$ cat src/rtl/text_pkg.sv
// Shared definitions for the text banner controller: FSM encodings, text-area
// geometry and the space character code.
package text_pkg;

  typedef enum logic [1:0] {
    IDLE  = 2'd0,
    SHOW  = 2'd1,
    BLINK = 2'd2
  } state_t;

  localparam int          TEXT_AREA_W = 256;
  localparam int          CHAR_PX     = 16;
  localparam logic [6:0]  SPACE_CODE  = 7'h20;

  // Only levels 1..9 are displayable; anything else is treated as noise.
  function automatic logic level_valid(input logic [3:0] lv);
    return (lv >= 4'd1) && (lv <= 4'd9);
  endfunction

endpackage

$ cat src/rtl/text_banner_ctl_if.sv
// Pixel/ROM bus of the text banner controller. The video side (master) drives
// coordinates, vblnk, level and the ROM reply; the controller (slave) answers.
interface text_banner_ctl_if;
  logic [3:0]  level;
  logic [10:0] hcount;
  logic [10:0] vcount;
  logic        vblnk;
  logic [6:0]  char_code;
  logic [7:0]  char_xy;
  logic [3:0]  char_line;
  logic [3:0]  level_lat;
  logic        banner_on;
  logic [6:0]  code_out;

  modport master (
    output level, hcount, vcount, vblnk, char_code,
    input  char_xy, char_line, level_lat, banner_on, code_out
  );

  modport slave (
    input  level, hcount, vcount, vblnk, char_code,
    output char_xy, char_line, level_lat, banner_on, code_out
  );
endinterface

$ cat src/rtl/text_addr_gen.sv
// Text-area compare and character-cell address generation, one register stage
// after hcount/vcount.
module text_addr_gen
  import text_pkg::*;
#(
  parameter logic [10:0] XPOS = 11'd384,
  parameter logic [10:0] YPOS = 11'd172
) (
  input  logic        pclk,
  input  logic        rst,
  input  logic [10:0] hcount_i,
  input  logic [10:0] vcount_i,
  output logic        in_area_o,
  output logic [7:0]  char_xy_o,
  output logic [3:0]  char_line_o
);

  logic [10:0] dx, dy;
  logic        in_x, in_y;
  logic        in_area_d, in_area_q;
  logic [7:0]  char_xy_d, char_xy_q;
  logic [3:0]  char_line_d, char_line_q;

  // Offsets wrap when left of/above the area, so the >= guard is required.
  assign dx   = hcount_i - XPOS;
  assign dy   = vcount_i - YPOS;
  assign in_x = (hcount_i >= XPOS) && (dx < 11'(TEXT_AREA_W));
  assign in_y = (vcount_i >= YPOS) && (dy < 11'(TEXT_AREA_W));

  assign in_area_d   = in_x && in_y;
  assign char_xy_d   = {dy[7:4], dx[7:4]};
  assign char_line_d = dy[3:0];

  always_ff @(posedge pclk or posedge rst) begin
    if (rst) begin
      in_area_q   <= 1'b0;
      char_xy_q   <= 8'd0;
      char_line_q <= 4'd0;
    end else begin
      in_area_q   <= in_area_d;
      char_xy_q   <= char_xy_d;
      char_line_q <= char_line_d;
    end
  end

  assign in_area_o   = in_area_q;
  assign char_xy_o   = char_xy_q;
  assign char_line_o = char_line_q;

endmodule

$ cat src/rtl/text_banner_ctl.sv
// Level banner controller: shows "level N" text for SHOW_FRAMES frames, then
// optionally blinks for BLINK_FRAMES frames (macro TEXT_BANNER_BLINK_EN).
module text_banner_ctl
  import text_pkg::*;
#(
  parameter logic [10:0] XPOS         = 11'd384,
  parameter logic [10:0] YPOS         = 11'd172,
  parameter logic [7:0]  SHOW_FRAMES  = 8'd120,
  parameter logic [7:0]  BLINK_FRAMES = 8'd64
) (
  input  logic              pclk,
  input  logic              rst,
  text_banner_ctl_if.slave  bus,
  output state_t            state_o,
  output logic [7:0]        frm_cnt_o,
  output logic              pending_o
);

  state_t      state_d, state_q;
  logic [7:0]  frm_d, frm_q;
  logic        pend_d, pend_q;
  logic [3:0]  lat_d, lat_q;
  logic        vblnk_q;
  logic [6:0]  code_q;
  logic        banner_q;
  logic        tick, level_chg, pend_eff, vis;
  logic        in_area;

  text_addr_gen #(.XPOS(XPOS), .YPOS(YPOS)) u_addr (
    .pclk        (pclk),
    .rst         (rst),
    .hcount_i    (bus.hcount),
    .vcount_i    (bus.vcount),
    .in_area_o   (in_area),
    .char_xy_o   (bus.char_xy),
    .char_line_o (bus.char_line)
  );

  assign tick      = bus.vblnk && !vblnk_q;
  assign level_chg = (bus.level != lat_q) && level_valid(bus.level);
  // A change seen in the tick cycle itself is honoured at that tick.
  assign pend_eff  = pend_q || level_chg;

  always_comb begin
    state_d = state_q;
    frm_d   = frm_q;
    pend_d  = pend_eff;
    lat_d   = lat_q;
    if (tick) begin
      if (pend_eff) begin
        state_d = SHOW;
        frm_d   = 8'd0;
        pend_d  = 1'b0;
        if (level_valid(bus.level)) lat_d = bus.level;
      end else begin
        case (state_q)
          SHOW: begin
            if (frm_q == SHOW_FRAMES - 8'd1) begin
`ifdef TEXT_BANNER_BLINK_EN
              state_d = BLINK;
`else
              state_d = IDLE;
`endif
              frm_d = 8'd0;
            end else begin
              frm_d = frm_q + 8'd1;
            end
          end
`ifdef TEXT_BANNER_BLINK_EN
          BLINK: begin
            if (frm_q == BLINK_FRAMES - 8'd1) begin
              state_d = IDLE;
              frm_d   = 8'd0;
            end else begin
              frm_d = frm_q + 8'd1;
            end
          end
`endif
          default: begin
            state_d = IDLE;
            frm_d   = 8'd0;
          end
        endcase
      end
    end
  end

  always_comb begin
    vis = 1'b0;
    case (state_q)
      SHOW:    vis = 1'b1;
`ifdef TEXT_BANNER_BLINK_EN
      BLINK:   vis = ~frm_q[3];
`endif
      default: vis = 1'b0;
    endcase
  end

`ifndef TEXT_BANNER_BLINK_EN
  logic unused_blink_frames;
  assign unused_blink_frames = ^BLINK_FRAMES;
`endif

  always_ff @(posedge pclk or posedge rst) begin
    if (rst) begin
      state_q  <= IDLE;
      frm_q    <= 8'd0;
      pend_q   <= 1'b0;
      lat_q    <= 4'd1;
      vblnk_q  <= 1'b0;
      code_q   <= SPACE_CODE;
      banner_q <= 1'b0;
    end else begin
      state_q  <= state_d;
      frm_q    <= frm_d;
      pend_q   <= pend_d;
      lat_q    <= lat_d;
      vblnk_q  <= bus.vblnk;
      code_q   <= bus.char_code;
      banner_q <= in_area && vis && (bus.char_code != SPACE_CODE);
    end
  end

  assign bus.level_lat = lat_q;
  assign bus.code_out  = code_q;
  assign bus.banner_on = banner_q;
  assign state_o       = state_q;
  assign frm_cnt_o     = frm_q;
  assign pending_o     = pend_q;

endmodule

$ cat src/flat_wrapper.sv
// flat-port wrapper written by rule: the top's interface ports become plain ports
module text_banner_ctl_flat import text_pkg::*;
#(
  parameter logic [10:0] XPOS         = 11'd384,
  parameter logic [10:0] YPOS         = 11'd172,
  parameter logic [7:0]  SHOW_FRAMES  = 8'd120,
  parameter logic [7:0]  BLINK_FRAMES = 8'd64
)
  (pclk, rst, state_o, frm_cnt_o, pending_o, bus_level, bus_hcount, bus_vcount, bus_vblnk, bus_char_code, bus_char_xy, bus_char_line, bus_level_lat, bus_banner_on, bus_code_out);
  text_banner_ctl_if bus_i ();
  input  logic pclk;
  input  logic rst;
  output state_t state_o;
  output logic [7:0] frm_cnt_o;
  output logic pending_o;
  input wire logic [$bits(bus_i.level)-1:0] bus_level;
  input wire logic [$bits(bus_i.hcount)-1:0] bus_hcount;
  input wire logic [$bits(bus_i.vcount)-1:0] bus_vcount;
  input wire logic [$bits(bus_i.vblnk)-1:0] bus_vblnk;
  input wire logic [$bits(bus_i.char_code)-1:0] bus_char_code;
  output wire logic [$bits(bus_i.char_xy)-1:0] bus_char_xy;
  output wire logic [$bits(bus_i.char_line)-1:0] bus_char_line;
  output wire logic [$bits(bus_i.level_lat)-1:0] bus_level_lat;
  output wire logic [$bits(bus_i.banner_on)-1:0] bus_banner_on;
  output wire logic [$bits(bus_i.code_out)-1:0] bus_code_out;
  assign bus_i.level = bus_level;
  assign bus_i.hcount = bus_hcount;
  assign bus_i.vcount = bus_vcount;
  assign bus_i.vblnk = bus_vblnk;
  assign bus_i.char_code = bus_char_code;
  assign bus_char_xy = bus_i.char_xy;
  assign bus_char_line = bus_i.char_line;
  assign bus_level_lat = bus_i.level_lat;
  assign bus_banner_on = bus_i.banner_on;
  assign bus_code_out = bus_i.code_out;
  text_banner_ctl #(.XPOS(XPOS), .YPOS(YPOS), .SHOW_FRAMES(SHOW_FRAMES), .BLINK_FRAMES(BLINK_FRAMES)) u_core (.pclk(pclk), .rst(rst), .bus(bus_i), .state_o(state_o), .frm_cnt_o(frm_cnt_o), .pending_o(pending_o));
endmodule
$ cat config.mk
export PLATFORM = sky130hd
export DESIGN_NAME = text_banner_ctl_flat
export DESIGN_NICKNAME = d
export VERILOG_FILES = /design/src/rtl/text_pkg.sv /design/src/rtl/text_banner_ctl_if.sv /design/src/rtl/text_addr_gen.sv /design/src/rtl/text_banner_ctl.sv /design/src/flat_wrapper.sv
export SDC_FILE = /design/constraint.sdc
export NUM_CORES = 1
export LEC_CHECK = 0
export CORE_MARGIN = 2
export CORE_UTILIZATION = 44
export CTS_CLUSTER_SIZE = 8
export DETAILED_ROUTE_END_ITERATION = 6
export GPL_TIMING_DRIVEN = 0
export PLACE_DENSITY = 0.84
export REMOVE_ABC_BUFFERS = 1
export SKIP_CTS_REPAIR_TIMING = 1
export SYNTH_ARGS = -nofsm -noshare
export SYNTH_HDL_FRONTEND = slang
export SYNTH_HIERARCHICAL = 1
export SYNTH_SLANG_ARGS = --single-unit
$ cat constraint.sdc
create_clock -name pclk -period 2.9 [get_ports pclk]
set_input_delay 0.435 -clock pclk [delete_from_list [all_inputs] [get_ports pclk]]
set_output_delay 0.435 -clock pclk [all_outputs]
set_load 0.005 [all_outputs]
==> results by group <==
Global routing
  – Number of global-route vias before repair: roughly 1,300
  – Largest net degree at the start of global routing: 24
  – Number of antenna violations at the first check in global routing: 0
  – Remaining Overflow, GRT: 0
  – Global-route track usage on met3: 6.607%
  – First-pass GRT wire length: between 5 and 6 mm
  – Met2 usage in global routing: 30.92%
  – Met1 global-route usage: 18.69%
  – Aggregate global-route resource usage: between 15 and 20%
  – Global-route layer with the greatest usage: met2

Floorplanning
  – X dimension of the die: 63.38 um
  – Core region area: around 0.0034 mm2
  – Initial Utilization: 46.13%
  – Die footprint: 0.004017 mm2
  – Vertical extent of the die: roughly 63 um
  – Boundary Pins: between 70 and 80
  – Placement Rows: 21

Clock tree
  – TritonCTS clock tree: done
  – Clock sinks: 36
  – Number of H-tree levels: 2
  – Total CTS buffers: 5
  – Insertion delay of the later-clocked pin in the worst-skew pair: about 0.33 ns
  – Maximum clock path buffer count: 2
  – Register clock-pin slew on the reported worst setup and hold paths: about 0.10 ns
  – Clock root cell: sky130_fd_sc_hd__clkbuf_4

Logic synthesis
  – Average footprint of a synthesized cell: between 10 and 15 um2
  – Fraction of the yosys area taken by sequential cells: about three fifths
  – Yosys Warn Count: 6
  – Synth cell types: 39
  – Gate Count Post-Synth: between 100 and 150
  – Cell type with the highest aggregate area in the netlist: sky130_fd_sc_hd__dfrtp_1
  – Flip-flop and latch count after synthesis: 36
  – Cell area after synthesis: roughly 0.0016 mm2
  – Synth top area cells: sky130_fd_sc_hd__dfrtp_1, sky130_fd_sc_hd__xnor2_1, sky130_fd_sc_hd__mux2_2
  – Area fraction of the dominant cell type after synthesis: between 50% and 60%

Timing
  – Number of failing hold endpoints at the final stage: 0
  – Post-route worst setup slack: 1.064 ns
  – Number of max-slew violations in the final report: 0
  – Final critical-path required period: ~1.8 ns
  – Max-slew headroom at the worst pin: a little over two fifths
  – Transition at the pin with the smallest max-transition slack: between 0.8 and 0.9 ns
  – Unrepaired setup endpoints after global routing: no
  – Count of final setup violators: 0
  – Period utilisation layout: 63.32%
  – Highest attainable clock frequency: around 0.54 GHz
  – Setup clock skew after layout: ~0.0027 ns
  – Aggregate negative setup slack: 0 ns

Run
  – Max cap viols: 0

Detailed routing
  – Average detailed-routed wire length per instance: approximately 13 um
  – DRC: 0
  – DRT Wirelength: approximately 3.3 mm
  – Ratio of routed vias to standard cells: just over 5
  – Remaining antenna violation count: 0
  – Number of DRC violations after detailed-routing iteration 0: 42
  – First drt pass iteration count: 4
  – Via count: between 1,000 and 1,500

Finish
  – Number of nets at the end of the flow: about 240
  – Synthesis-to-finish area growth: 48.87%
  – Ratio of cells with drive above 1 in the final layout: about a tenth
  – Number of diodes added for antenna fixing: 0

Placement
  – Number of buffers inserted by port buffering: 65
  – Post-detailed-placement half-perimeter wirelength: between 2 and 3 mm
  – Final RePlAce weighted congestion: around 0.86
  – Post-placement setup slack: around 0.72 ns

Setup path
  – Type of destination of the critical path: flop
  – Kind of start point of the critical path: input pin
  – Type of the worst setup path: in -> reg
  – Arrival time at the worst endpoint: a little over 2 ns
  – Largest fanout on the critical path: 4
  – Required arrival time at the worst endpoint: 3.13 ns

Outcome
  – Outcome: complete, no violations

Pwr
  – Maximum vdd ir drop: around 0.37 mV
  – Power per Cell Area: 481.7 mW/mm2
  – Leak pwr: around 0.9 nW

Min path
  – Class of the tightest hold or removal check: in -> async
[report_power, final]
group	leakage [nW]	switching, mW	internal [mW]
combinational	0.450	0.0747	0.133
sequential	0.437	0.0228	0.540
clock	0.0412	0.162	0.180
total	0.928	0.260	0.853
[sequential cells by signal, indices dropped and copies added (netlist names)]
name / count
u_core/bus.banner_on: 1
u_core/bus.level_lat: 4
u_core/frm_cnt_o: 8
u_core/bus.code_out: 7
u_core/u_addr/char_xy_o: 8
u_core/state_o: 1
u_core/u_addr/char_line_o: 4
u_core/pending_o: 1
u_core/u_addr/in_area_o: 1
u_core/vblnk_q: 1
[layout by cell type (no fill, tap or decap), drive strengths merged, types with 2 or more instances in the layout]
cell type       n
nor2            7
clkbuf          5
or4             2
and3            2
a21oi           7
nand4           5
a211oi          3
xnor2           8
mux2            5
nand2          11
dfrtp          34
and2b           2
nand3           4
nor3            4
clkdlybuf4s50  65
nor2b           2
o21ai          10
dfstp           2
inv             5
ha              3
mux2i           2
[cells in the mapped netlist (all sizes together)]
| master | n |
|---|---|
| dfrtp | 34 |
| nand2 | 11 |
| o21ai | 10 |
| xnor2 | 8 |
| a21oi | 7 |
| nor2 | 7 |
| inv | 5 |
| mux2 | 5 |
| nand4 | 5 |
| buf | 4 |
| nand3 | 4 |
| nor3 | 4 |
| a211oi | 3 |
| ha | 3 |
| and2b | 2 |
| and3 | 2 |
| dfstp | 2 |
| mux2i | 2 |
| nor2b | 2 |
| or4 | 2 |
| a21o | 1 |
| a22o | 1 |
| a22oi | 1 |
| a31oi | 1 |
| conb | 1 |
| nand2b | 1 |
| nand3b | 1 |
| nor3b | 1 |
| nor4b | 1 |
| o211ai | 1 |
| o21a | 1 |
| or3 | 1 |
| xor2 | 1 |
[metrics by stage]
step	power [mW]	util (%)	instances	instance area (um2)	hold slack [ns]
final	1.113	68.68	250	2310	0.4256
after global routing	1.168	68.68	250	2310	0.4824
after CTS	1.129	68.68	250	2310	0.4230
after detailed placement	0.7828	66.29	242	2230	0.5030
after global placement	0.7743	66.29	242	2230	0.5075
after floorplan	0.6440	-	131	1521	0.3120
[path summary, 6_finish.rpt]
path | slack, ns | startpoint | depth (start not counted) | endpoint
setup / recovery | 1.06 | bus_level[0] | 5 | u_core/bus.level_lat[2]
hold / removal | 0.43 | rst | 2 | u_core/u_addr/char_xy_o[3]
setup reg to reg | 1.09 | u_core/frm_cnt_o[0] | 5 | u_core/frm_cnt_o[6]
hold reg to reg | 0.51 | u_core/u_addr/in_area_o | 2 | u_core/bus.banner_on
max in group asynchronous | 1.79 | rst | 2 | u_core/frm_cnt_o[4]
min in group pclk | 0.51 | u_core/u_addr/in_area_o | 2 | u_core/bus.banner_on
[worst max-delay path: stages]
cell and delay (ns):
sky130_fd_sc_hd__clkdlybuf4s50_1 0.52, sky130_fd_sc_hd__xnor2_1 0.15, sky130_fd_sc_hd__nand4_1 0.16, sky130_fd_sc_hd__o211ai_1 0.41, sky130_fd_sc_hd__mux2_2 0.39
[metal layers]
metal,wire length (um),vias up
li1,-,608
met1,1267,606
met2,1734,51
met3,264,4
met4,30,0
met5,0,-
[cell type report]
class / count / area [um2]
timing repair buffer: 65 / 650.6
inverter: 5 / 18.77
tap: 46 / 57.56
clock buffer: 5 / 37.54
fill: 268 / 1054
clock inverter: 3 / 42.54
multi-input combinational: 90 / 599.3
sequential: 36 / 903.4
[cell families after synthesis]
kind of cell,count (synthesis),synth area share (%)
buffers and inverters,9,3.145
AND/OR/NAND/NOR,44,15.16
XOR/XNOR,9,5.081
adder cells (fa/ha/maj),3,2.420
other,1,0.2417
multiplexers,7,4.919
flip-flops,36,58.23
AO/OA/AOI/OAI,26,10.81
Note: power is estimated with default switching activity, not from simulation.
